===== config.mk =====
export PLATFORM = sky130hd
export DESIGN_NAME = texture_writer_flat
export DESIGN_NICKNAME = d
export VERILOG_FILES = /design/src/rtl/texture_writer_if.sv /design/src/rtl/texture_writer.sv /design/src/flat_wrapper.sv
export SDC_FILE = /design/constraint.sdc
export NUM_CORES = 1
export LEC_CHECK = 0
export CAP_MARGIN = 20
export CORE_AREA = 4 4 115 117
export CTS_CLUSTER_DIAMETER = 60
export CTS_CLUSTER_SIZE = 28
export DETAILED_ROUTE_END_ITERATION = 10
export DIE_AREA = 0 0 119 121
export PLACE_DENSITY_LB_ADDON = 0.12
export SLEW_MARGIN = 10
export SYNTH_ARGS = -nofsm -noshare
export SYNTH_HDL_FRONTEND = slang
export SYNTH_SLANG_ARGS = --single-unit
export TNS_END_PERCENT = 100

===== constraint.sdc =====
create_clock -name clk -period 3.3 [get_ports clk]
set_input_delay 0.66 -clock clk [delete_from_list [all_inputs] [get_ports clk]]
set_output_delay 0.66 -clock clk [all_outputs]
set_load 0.005 [all_outputs]

===== src/rtl/texture_writer_if.sv =====
// Peripheral bus bundle between the picosoc bus master and texture_writer.
interface texture_writer_if;
  logic        valid;
  logic [3:0]  wstrb;
  logic [3:0]  addr;
  logic [31:0] wdata;
  logic        ready;
  logic [31:0] rdata;

  modport master (
    output valid, wstrb, addr, wdata,
    input  ready, rdata
  );

  modport slave (
    input  valid, wstrb, addr, wdata,
    output ready, rdata
  );
endinterface


===== src/rtl/texture_writer.sv =====
// CPU-side write controller for the texture memory: register file with an
// auto-incrementing pointer, 8-texel unpack of DATA writes, and a fill engine.
module texture_writer #(
  parameter int ADDR_W = 12
) (
  input  logic              clk,
  input  logic              resetn,
  texture_writer_if.slave   bus,
  output logic              tm_wen,
  output logic [ADDR_W-1:0] tm_waddr,
  output logic [2:0]        tm_wdata
);

  typedef enum logic [1:0] {S_IDLE, S_UNPACK, S_FILL} state_t;

  localparam logic [1:0] REG_PTR    = 2'd0;
  localparam logic [1:0] REG_DATA   = 2'd1;
  localparam logic [1:0] REG_FILL   = 2'd2;
  localparam logic [1:0] REG_STATUS = 2'd3;
  localparam logic [ADDR_W-1:0] PTR_ONE = {{(ADDR_W-1){1'b0}}, 1'b1};

  state_t            state, state_n;
  logic [ADDR_W-1:0] ptr, ptr_n;
  logic [2:0]        idx, idx_n;
  logic [11:0]       rem, rem_n;
  logic [23:0]       texels, texels_n;
  logic [2:0]        color, color_n;
  logic              ready_q, ready_n;
  logic [31:0]       rdata_q, rdata_n;
  logic              wen_n;
  logic [ADDR_W-1:0] waddr_n;
  logic [2:0]        wdat_n;
  logic              req, is_wr, busy;
  logic [1:0]        rsel;
  logic [31:0]       status;
  logic              unused_bits;

  function automatic logic [2:0] texel_at(input logic [23:0] t, input logic [2:0] i);
    logic [4:0] b;
    b = {2'b00, i} * 5'd3;
    return t[b +: 3];
  endfunction

  // A request is new only while our acknowledge is low; held valid after ready is ignored.
  assign req    = bus.valid && !ready_q;
  assign is_wr  = |bus.wstrb;
  assign rsel   = bus.addr[3:2];
  assign busy   = (state != S_IDLE);
  assign bus.ready = ready_q;
  assign bus.rdata = rdata_q;
  assign unused_bits = ^{bus.addr[1:0], bus.wdata[31:24]};

  // STATUS word: busy flag on top, pointer zero-extended below.
  always_comb begin
    status     = 32'(ptr);
    status[31] = busy;
  end

  // Next-state logic: bus acceptance, unpack sequencing and fill countdown.
  always_comb begin
    state_n  = state;
    ptr_n    = ptr;
    idx_n    = idx;
    rem_n    = rem;
    texels_n = texels;
    color_n  = color;
    ready_n  = 1'b0;
    rdata_n  = rdata_q;
    wen_n    = 1'b0;
    waddr_n  = tm_waddr;
    wdat_n   = tm_wdata;

    // Reads are served in any state, so firmware can poll STATUS while busy.
    if (req && !is_wr) begin
      ready_n = 1'b1;
      case (rsel)
        REG_PTR:    rdata_n = 32'(ptr);
        REG_STATUS: rdata_n = status;
        default:    rdata_n = 32'd0;
      endcase
    end

    case (state)
      S_IDLE: begin
        if (req && is_wr) begin
          ready_n = 1'b1;
          rdata_n = 32'd0;
          case (rsel)
            REG_PTR: ptr_n = bus.wdata[ADDR_W-1:0];
            REG_DATA: begin
              // Texel 0 goes out on the acceptance edge; the rest follow back to back.
              texels_n = bus.wdata[23:0];
              wen_n    = 1'b1;
              waddr_n  = ptr;
              wdat_n   = bus.wdata[2:0];
              ptr_n    = ptr + PTR_ONE;
              idx_n    = 3'd1;
              state_n  = S_UNPACK;
            end
            REG_FILL: begin
              // rem holds the texels still to write after this first one.
              color_n = bus.wdata[2:0];
              rem_n   = bus.wdata[15:4];
              wen_n   = 1'b1;
              waddr_n = ptr;
              wdat_n  = bus.wdata[2:0];
              ptr_n   = ptr + PTR_ONE;
              if (bus.wdata[15:4] != 12'd0) state_n = S_FILL;
            end
            default: ;
          endcase
        end
      end
      S_UNPACK: begin
        wen_n   = 1'b1;
        waddr_n = ptr;
        wdat_n  = texel_at(texels, idx);
        ptr_n   = ptr + PTR_ONE;
        idx_n   = idx + 3'd1;
        if (idx == 3'd7) state_n = S_IDLE;
      end
      S_FILL: begin
        wen_n   = 1'b1;
        waddr_n = ptr;
        wdat_n  = color;
        ptr_n   = ptr + PTR_ONE;
        rem_n   = rem - 12'd1;
        if (rem == 12'd1) state_n = S_IDLE;
      end
      default: state_n = S_IDLE;
    endcase
  end

  // Control and output registers; reset aborts any operation in flight.
  always_ff @(posedge clk) begin
    if (!resetn) begin
      state    <= S_IDLE;
      ptr      <= '0;
      idx      <= 3'd0;
      rem      <= 12'd0;
      ready_q  <= 1'b0;
      rdata_q  <= 32'd0;
      tm_wen   <= 1'b0;
      tm_waddr <= '0;
      tm_wdata <= 3'd0;
    end else begin
      state    <= state_n;
      ptr      <= ptr_n;
      idx      <= idx_n;
      rem      <= rem_n;
      ready_q  <= ready_n;
      rdata_q  <= rdata_n;
      tm_wen   <= wen_n;
      tm_waddr <= waddr_n;
      tm_wdata <= wdat_n;
    end
  end

  // Operand holding registers, only meaningful while an operation runs.
  always_ff @(posedge clk) begin
    texels <= texels_n;
    color  <= color_n;
  end

endmodule


===== src/flat_wrapper.sv =====
// flat-port wrapper written by rule: the top's interface ports become plain ports
module texture_writer_flat 
#(
  parameter int ADDR_W = 12
)
  (clk, resetn, tm_wen, tm_waddr, tm_wdata, bus_valid, bus_wstrb, bus_addr, bus_wdata, bus_ready, bus_rdata);
  texture_writer_if bus_i ();
  input  logic clk;
  input  logic resetn;
  output logic tm_wen;
  output logic [ADDR_W-1:0] tm_waddr;
  output logic [2:0] tm_wdata;
  input wire logic [$bits(bus_i.valid)-1:0] bus_valid;
  input wire logic [$bits(bus_i.wstrb)-1:0] bus_wstrb;
  input wire logic [$bits(bus_i.addr)-1:0] bus_addr;
  input wire logic [$bits(bus_i.wdata)-1:0] bus_wdata;
  output wire logic [$bits(bus_i.ready)-1:0] bus_ready;
  output wire logic [$bits(bus_i.rdata)-1:0] bus_rdata;
  assign bus_i.valid = bus_valid;
  assign bus_i.wstrb = bus_wstrb;
  assign bus_i.addr = bus_addr;
  assign bus_i.wdata = bus_wdata;
  assign bus_ready = bus_i.ready;
  assign bus_rdata = bus_i.rdata;
  texture_writer #(.ADDR_W(ADDR_W)) u_core (.clk(clk), .resetn(resetn), .bus(bus_i), .tm_wen(tm_wen), .tm_waddr(tm_waddr), .tm_wdata(tm_wdata));
endmodule

==> impl_metrics.toml <==
[status]
status = "finished, final reports clean"

[power_and_ir_drop]
p_per_area_nw_per_um2 = 609
p_total_mw = 3.65
p_sw_mw = 1.19
ir_drop_mv = 0.248
seqPwrFrac_pct = 42.5
pwr-share-comb_pct = 27.9
clock_power_share_pct = 29.6
p_int_mw = 2.45
switching_share_pct = 32.8
p_leak_nw = 2.24

[detailed_routing]
vias = 3868
post_drt_wl_per_cell_um = 16.9
vias_per_cell = 5.20
dr.pass1.iters = 4
final_antenna_net_count = 0
drt_iter0_markers = 237
drc_errors = 0
wl_mm = 12.5

[place]
io_buffers = 81
dp_cells = 728
pre_cts_slack_ns = 0.467
hpwl_mm = 8.69
globalplace.congestion = 0.812

[sta]
max_freq_mhz = 405
setup_viol = 0
fin_ws_ns = 0.829
hold_viol = 0
fin_worst_skew_ns = 0.00765
maxSlewHeadroom_pct = 55.1
fin_setup_tns_ns = 0
post-route-period-util_pct = 74.9
rsz0062_at_grt = "no"
fin_crit_ns = 2.47
slew_violations = 0
worst_pin_slew_ns = 0.672

[synth]
synthXorXnorAreaFrac_pct = 0
netlist_instances = 489
synth_top_family_by_area = "simple AND/OR/NAND/NOR gates"
synth_area_per_cell_um2 = 9.60
muxShareOfSynthArea_pct = 4.85
synth_simple_gate_area_share_pct = 20.4
synth_area_um2 = 4690
synth_cell_types = 54
ys_ff_latch = 105
yosysWarnings = 0
syn_nets = 546
synth_edf_count = 27
ys_async_sr_fraction_pct = 0
yosysSeqAreaShare_pct = 50.5
synth_fa_ha_area_share_pct = 3.73
synth_compound_area_share_pct = 16.3
synth_ff_type = "dfxtp_1"

[floorplan]
dieArea_um2 = 14400
boundaryPins = 92
die_x_um = 119
rows = 41
core_um2 = 12400
chipHeight_um = 121
initial_utilization_pct = 38.0

[global_route]
grt_pass1_wl_mm = 20.4
grt-ovfl-total = 0
grt_antenna_before_repair = 0
grt_usage_pct = 17.9
first_global_vias = 3830
grt_max_degree = 38

[critical_path]
cp.required_ns = 3.56
start_kind = "primary input"
endpoint_kind = "flip-flop"
path_max_fanout = 8
path_class = "in -> reg"
worstPathArrival_ns = 2.73

[finish]
layout-drive-gt1-share_pct = 8.39
final_util_pct = 48.4
antenna_cells = 0
stdcell_count = 744
nets = 624
area_delta_synth_final_pct = 27.6

[clock_network]
clockBufferDepth = 2
ctsHoldBuffers = 0
clk_pin_slew_ns = 0.07
clk_latency_ns = 0.35
cts_setup_buffers = 0
cts_made_buffers = 9
root_buffer = "clkbuf_16"
htreeDepth = 3
numClockSinks = 105
cts_tree = "yes"
cts_resized = 0

[job]
drv_cap = 0

[worst_hold_path]
hold_class = "reg -> reg"
[flip-flops by register name, indices dropped and copies added (netlist names)]
name	count
u_core.bus.rdata	32
u_core.texels	24
u_core.ptr	12
u_core.rem	12
u_core.tm_waddr	12
u_core.color	3
u_core.idx	3
u_core.tm_wdata	3
u_core.state	2
u_core.bus.ready	1
u_core.tm_wen	1
[per-stage QoR]
step / area, um2 / hold slack, ns
after floorplan: 4690 / 0.448
after global placement: 5690 / 0.444
after detailed placement: 5690 / 0.448
after CTS: 5990 / 0.460
after global routing: 5990 / 0.485
final: 5990 / 0.454
[power groups by stage]
stage / Clock (mW) / Sequential, mW / Combinational, mW
finish: 1.08 / 1.55 / 1.02
global route: 1.17 / 1.57 / 1.13
CTS: 1.10 / 1.55 / 1.01
detailed placement: 0 / 1.58 / 1.01
global placement: 0 / 1.57 / 0.995
floorplan: 0 / 1.54 / 0.721
[per-layer routing]
metal | up-vias | global-route usage (%) | routed length [um]
met5 | - | 0 | 0
met4 | 0 | 6.73 | 244
met3 | 18 | 3.64 | 619
met2 | 108 | 27.8 | 5570
met1 | 1819 | 24.7 | 6100
li1 | 1923 | - | -
[final cells by class]
cell class                 count  area, um2
fill                        1197       6380
sequential                   105       2370
multi-input combinational    342       2130
timing repair buffer          97        931
clock buffer                  10        229
tap                          172        215
clock inverter                 6       67.6
inverter                      12       45.0
[cell usage in the layout, fill, tap and decap left out, drive strengths merged, types with 16 or more instances in the layout]
cell type and count:
o21ai 19, dfxtp 78, edfxtp 27, clkdlybuf4s50 81, a21oi 49, nand3 18, buf 16, nor2 45
and3 26, mux2i 16, nand2 44
[path summary, 6_finish.rpt]
path / from / slack [ns] / end / cells after the start
hold / removal: u_core.bus.rdata[7] / 0.45 / u_core.bus.rdata[7] / 2
setup / recovery: bus_addr[2] / 0.83 / u_core.rem[0] / 8
setup reg to reg: u_core.state[1] / 1.06 / u_core.rem[0] / 7
hold reg to reg: u_core.bus.rdata[7] / 0.45 / u_core.bus.rdata[7] / 2
[cell families after synthesis]
group,count (synthesis)
and+or+nand+nor,192
AOI/OAI and AO/OA,117
DFF,105
buffers and inverters,42
muxes,19
adders and majority gates,14
[worst max-delay path, stage by stage]
cell and delay [ns]:
clkdlybuf4s50_1 0.47, inv_1 0.11, ha_1 0.24, and2_1 0.22, and3_2 0.27, a21o_1 0.29, o21ai_0 0.18, a221oi_2 0.28
[Yosys cell counts (4+ instances only)]
cell type / n / area, um2
mux2i_1: 16 / 160
buf_2: 7 / 35.0
dfxtp_1: 78 / 1560
nor4_1: 6 / 37.5
nor3_1: 12 / 60.1
nand4_1: 4 / 25.0
nand2b_1: 6 / 37.5
nand2_1: 44 / 165
a31oi_1: 8 / 50.1
or2_2: 4 / 25.0
nor2_1: 45 / 169
nor2b_1: 10 / 62.6
inv_1: 10 / 37.5
o22ai_1: 4 / 25.0
nand3_1: 18 / 90.1
edfxtp_1: 27 / 811
and3_1: 25 / 156
ha_1: 14 / 175
clkbuf_1: 18 / 67.6
o21ai_0: 17 / 85.1
a21oi_1: 49 / 245
and2_1: 8 / 50.1
Note: power is estimated with default switching activity, not from simulation.
